File: config.mk
export PLATFORM = sky130hd
export DESIGN_NAME = seq_counter
export DESIGN_NICKNAME = d
export VERILOG_FILES = /design/src/rtl/seq_counter.sv
export SDC_FILE = /design/constraint.sdc
export NUM_CORES = 1
export LEC_CHECK = 0
export ABC_AREA = 1
export BUFFER_PORTS_ARGS = -buffer_cell sky130_fd_sc_hd__buf_2
export CORE_ASPECT_RATIO = 1.25
export CORE_MARGIN = 2
export CORE_UTILIZATION = 39
export DETAILED_ROUTE_END_ITERATION = 10
export GPL_ROUTABILITY_DRIVEN = 1
export PLACE_DENSITY = 0.56
export SYNTH_ARGS = -nofsm -noshare
export SYNTH_HDL_FRONTEND = slang
export SYNTH_SLANG_ARGS = --single-unit
File: constraint.sdc
create_clock -name clk -period 2.5 [get_ports clk]
set_input_delay 0.5 -clock clk [delete_from_list [all_inputs] [get_ports clk]]
set_output_delay 0.5 -clock clk [all_outputs]
set_load 0.005 [all_outputs]
File: src/rtl/seq_counter.sv
// Programmable-range sequence counter: up-wrap, down-wrap, bounce and one-shot
// modes over [lo, hi], with load, enable, direction state and a terminal-count pulse.
module seq_counter #(
  parameter int              WIDTH   = 3,
  parameter logic [WIDTH-1:0] RST_VAL = '0
) (
  input  logic             clk,
  input  logic             rst,
  input  logic             en,
  input  logic [1:0]       mode,
  input  logic [WIDTH-1:0] lo,
  input  logic [WIDTH-1:0] hi,
  input  logic             load,
  input  logic [WIDTH-1:0] load_val,
  output logic [WIDTH-1:0] count,
  output logic             dir,
  output logic             tc,
  output logic             done,
  output logic             cfg_err
);

  localparam logic [1:0] ST_UP   = 2'd0;
  localparam logic [1:0] ST_DOWN = 2'd1;
  localparam logic [1:0] ST_DONE = 2'd2;

  localparam logic [1:0] MODE_UP      = 2'd0;
  localparam logic [1:0] MODE_DOWN    = 2'd1;
  localparam logic [1:0] MODE_BOUNCE  = 2'd2;
  localparam logic [1:0] MODE_ONESHOT = 2'd3;

  typedef struct packed {
    logic [WIDTH-1:0] cnt;
    logic [1:0]       st;
    logic             tc;
    logic             done;
  } step_t;

  logic [WIDTH-1:0] count_q, count_d;
  logic [1:0]       state_q, state_d;
  logic             tc_q, tc_d;
  logic             done_q, done_d;
  step_t            step;

  function automatic logic in_range(input logic [WIDTH-1:0] c,
                                    input logic [WIDTH-1:0] l,
                                    input logic [WIDTH-1:0] h);
    return (c >= l) && (c <= h);
  endfunction

  function automatic step_t step_up_wrap(input logic [WIDTH-1:0] c,
                                         input logic [WIDTH-1:0] l,
                                         input logic [WIDTH-1:0] h);
    step_t s;
    if (!in_range(c, l, h) || (c == h)) s.cnt = l;
    else                                s.cnt = c + 1'b1;
    s.st   = ST_UP;
    s.tc   = (s.cnt == h);
    s.done = 1'b0;
    return s;
  endfunction

  function automatic step_t step_down_wrap(input logic [WIDTH-1:0] c,
                                           input logic [WIDTH-1:0] l,
                                           input logic [WIDTH-1:0] h);
    step_t s;
    if (!in_range(c, l, h) || (c == l)) s.cnt = h;
    else                                s.cnt = c - 1'b1;
    s.st   = ST_DOWN;
    s.tc   = (s.cnt == l);
    s.done = 1'b0;
    return s;
  endfunction

  // Direction flips on the step that lands on a bound, so dir and tc line up
  // with the turnaround value; sitting on a bound already (load, mode change,
  // or lo==hi) turns around immediately.
  function automatic step_t step_bounce(input logic [WIDTH-1:0] c,
                                        input logic [1:0]       st,
                                        input logic [WIDTH-1:0] l,
                                        input logic [WIDTH-1:0] h);
    step_t s;
    s.done = 1'b0;
    s.tc   = 1'b0;
    s.st   = st;
    s.cnt  = c;
    if (!in_range(c, l, h)) begin
      s.cnt = l;
      s.st  = ST_UP;
      s.tc  = (l == h);
    end else if (st == ST_DOWN) begin
      if (c == l) begin
        s.cnt = (l == h) ? l : l + 1'b1;
        s.st  = ST_UP;
        s.tc  = (l == h);
      end else begin
        s.cnt = c - 1'b1;
        s.st  = (s.cnt == l) ? ST_UP : ST_DOWN;
        s.tc  = (s.cnt == l);
      end
    end else begin
      if (c == h) begin
        s.cnt = (l == h) ? h : h - 1'b1;
        s.st  = ST_DOWN;
        s.tc  = (l == h);
      end else begin
        s.cnt = c + 1'b1;
        s.st  = (s.cnt == h) ? ST_DOWN : ST_UP;
        s.tc  = (s.cnt == h);
      end
    end
    return s;
  endfunction

  function automatic step_t step_oneshot(input logic [WIDTH-1:0] c,
                                         input logic [1:0]       st,
                                         input logic             dn,
                                         input logic [WIDTH-1:0] l,
                                         input logic [WIDTH-1:0] h);
    step_t s;
    s.cnt  = c;
    s.st   = st;
    s.tc   = 1'b0;
    s.done = dn;
    if (st != ST_DONE) begin
      if (!in_range(c, l, h)) s.cnt = l;
      else if (c < h)         s.cnt = c + 1'b1;
      if (s.cnt == h) begin
        s.st   = ST_DONE;
        s.done = 1'b1;
        s.tc   = 1'b1;
      end else begin
        s.st   = ST_UP;
      end
    end
    return s;
  endfunction

  assign cfg_err = (lo > hi);

  always_comb begin
    step = '0;
    case (mode)
      MODE_UP:      step = step_up_wrap(count_q, lo, hi);
      MODE_DOWN:    step = step_down_wrap(count_q, lo, hi);
      MODE_BOUNCE:  step = step_bounce(count_q, state_q, lo, hi);
      MODE_ONESHOT: step = step_oneshot(count_q, state_q, done_q, lo, hi);
      default:      step = '0;
    endcase
  end

  always_comb begin
    count_d = count_q;
    state_d = state_q;
    done_d  = done_q;
    tc_d    = 1'b0;
    if (load) begin
      count_d = load_val;
      state_d = (mode == MODE_DOWN) ? ST_DOWN : ST_UP;
      done_d  = 1'b0;
    end else if (en) begin
      // An inverted range pins the count to lo and freezes the rest.
      if (cfg_err) begin
        count_d = lo;
      end else begin
        count_d = step.cnt;
        state_d = step.st;
        done_d  = step.done;
        tc_d    = step.tc;
      end
    end
  end

  always_ff @(posedge clk or posedge rst) begin
    if (rst) begin
      count_q <= RST_VAL;
      state_q <= ST_UP;
      tc_q    <= 1'b0;
      done_q  <= 1'b0;
    end else begin
      count_q <= count_d;
      state_q <= state_d;
      tc_q    <= tc_d;
      done_q  <= done_d;
    end
  end

  assign count = count_q;
  assign dir   = (state_q != ST_DOWN);
  assign tc    = tc_q;
  assign done  = done_q;

endmodule

==> out/metrics.cfg <==
[placement]
gp_congestion=0.919
io_buffers=21
placed_cells=366
place_hpwl_um=4040
place_ws_ns=0.0694

[critical_path]
required_ns=2.61
critPathLaunch=count[2]$_DFFE_PP0P_
worst_setup_path_end_kind=flop
r2r_cells=15
reg2reg_slack_ns=0.28
worstSetupPathType=flop to flop
worstReg2RegStart=count[2]$_DFFE_PP0P_
crit_path_end=done$_DFFE_PP0P_
cp-start-kind=flop
cp_max_fo=7
arrival_ns=2.34
rr_endpoint=done$_DFFE_PP0P_

[sta]
fin_skew_ns=0.000422
setup_tns_ns=0
clock.fmax_mhz=450
setup_violations=0
hold_viol=0
tightest_slew_ns=0.481
max-slew-margin-rel_pct=67.8
rsz0062_at_grt=false
whs_ns=0.208
period_minus_slack_ns=2.22
maxSlewViolCount=0
postLayoutSetupSlackWorst_ns=0.277
min_period_over_period_pct=88.9

[grt]
grt.overflow.total=0
grt_pass1_wl_um=7990
grt_usage_pct=23.9
antenna_found_initial=0
grt_max_degree=14
grt_pass1_vias=1688

[final_layout]
drive_above_1_share_pct=17.7
areaGrowthSynthToFinish_pct=21.4
multiInputGateArea_um2=1220
n_fill_cell=427
seq_area_um2=175
final_util_pct=49.1
diodes=0
layoutNonFillerInstCount=370
finalNetCount=345

[cts]
hold_buffers=0
cts.sinks=7
post_cts_buffers=0
cts_resized=0
cts_inserted_buffers=3
htreeDepth=1
root_buffer=clkbuf_8
clockBufferDepth=2
cts_tree=yes
worstSkewPairLatency_ns=0.23
clk_pin_slew_ns=0.04

[yosys]
ys.flop_type=dfrtp_1
synth_top_area_cell=nand2_1
syn_nets=305
synth_seq_cells=7
synth-edff-count=0
synth_cell_types=27
syn-mean-instance-area_um2=5.52
synth_top_area_share_pct=26.7
syn_inst=277
async_reset_ff_share_pct=100
synth.yosys.seq_area_share_pct=11.4
yosysWarnings=0
synth_area_um2=1530
synth_area_leaders=nand2_1 27%, dfrtp_1 11%, ha_1 11%

[pwr]
p_leak_nw=1.07
p_per_area_nw_per_um2=558
vdd_drop_max_mv=0.325

[flow_run]
drv_cap=0

[floorplanning]
num_rows=25
chipHeight_um=74.0
initial_core_util_pct=40.4
die_w_um=60.0
ios=22
die_area_um2=4440
core_area_um2=3780

[detailed_routing]
via_count=1861
post-route-drc-count=0
drt_iter0_markers=73
detail-route-antenna-nets=0
wirelength_um=4820
wl_per_cell_um=13.0
firstDrtPassIters=5
vias_per_cell=5.03

[hold_path]
hold_class=input port to asynchronous set/reset pin

[run_status]
status=completed

## flip-flops by register name, summed over array words and instances (netlist names)
signal / count
count: 3
done: 1
tc: 1
state_q: 2
## worst max-delay path: stages, from the launching register on
cell	delay, ns
dfrtp_1	0.54
ha_1	0.31
a21oi_1	0.22
nand2_2	0.18
inv_2	0.13
nor2_8	0.05
nand2_1	0.10
nand2_1	0.06
nand2_1	0.06
nand2_1	0.06
nor2_2	0.14
nand2_1	0.07
nand2_1	0.05
nand2_1	0.04
nand2_1	0.05
nand2_1	0.04
## worst min path at each step
| stage | to |
|---|---|
| after floorplan | count[0]$_DFFE_PP0P_ |
| after global placement | count[1]$_DFFE_PP0P_ |
| after detailed placement | count[1]$_DFFE_PP0P_ |
| after CTS | count[1]$_DFFE_PP0P_ |
| after global routing | state_q[0]$_DFFE_PP0P_ |
| final | count[1]$_DFFE_PP0P_ |
## per-stage QoR
stage	power (mW)	instance area, µm²
after floorplan	0.661	1530
after global placement	0.881	1810
after detailed placement	0.872	1810
after CTS	1.04	1860
after global routing	1.14	1860
final	1.04	1860
## synthesized netlist by cell type, types with 3 or more instances
master / count
nand2_1: 109
nand3_1: 32
inv_1: 28
a21oi_1: 19
nor2_1: 18
ha_1: 13
o21ai_0: 10
nand4_1: 9
dfrtp_1: 7
inv_2: 3
nand2_2: 3
nor2_2: 3
xor2_1: 3
## placed cells by master, fill, tap and decap left out, drive strengths merged
cell    instances
a21boi          1
a21oi          19
a22oi           1
buf            37
clkbuf          4
clkinv          1
dfrtp           7
ha             13
inv            32
nand2         114
nand3          32
nand3b          1
nand4           9
nor2           25
nor3            1
o211ai          1
o21ai          12
o22ai           1
xnor2           2
xor2            3
## report_power, final
part / internal, mW / switching, mW / leakage [nW]
combinational: 0.267 / 0.468 / 0.959
clock: 0.110 / 0.0483 / 0.0228
sequential: 0.126 / 0.0183 / 0.0892
total: 0.503 / 0.534 / 1.07
## final cells by class
cell class	instances	share of cell area (%)
well taps	54	3.64
inverters	33	6.80
flip-flops and latches	7	9.43
multi-input cells	235	65.6
clock buffers	4	2.42
repair buffers	37	12.1
## kinds of logic (layout without fill, tap and decap cells)
| kind of cell | count (synthesis) | in the layout | share of synthesized area, % |
|---|---|---|---|
| AOI/OAI and AO/OA | 35 | 35 | 12.0 |
| xor gates and xnor gates | 5 | 5 | 2.86 |
| adders and majority gates | 13 | 13 | 10.6 |
| buffers and inverters | 35 | 74 | 8.91 |
| DFF | 7 | 7 | 11.4 |
| and+or+nand+nor | 182 | 182 | 54.1 |
## layer usage
layer	vias up	routed length, µm	track usage [%]
li1	981	-	-
met1	819	2110	29.4
met2	54	2450	44.1
met3	7	177	1.74
met4	0	75	5.93
met5	-	0	0
No activity file was read; power rests on OpenSTA's default activity.
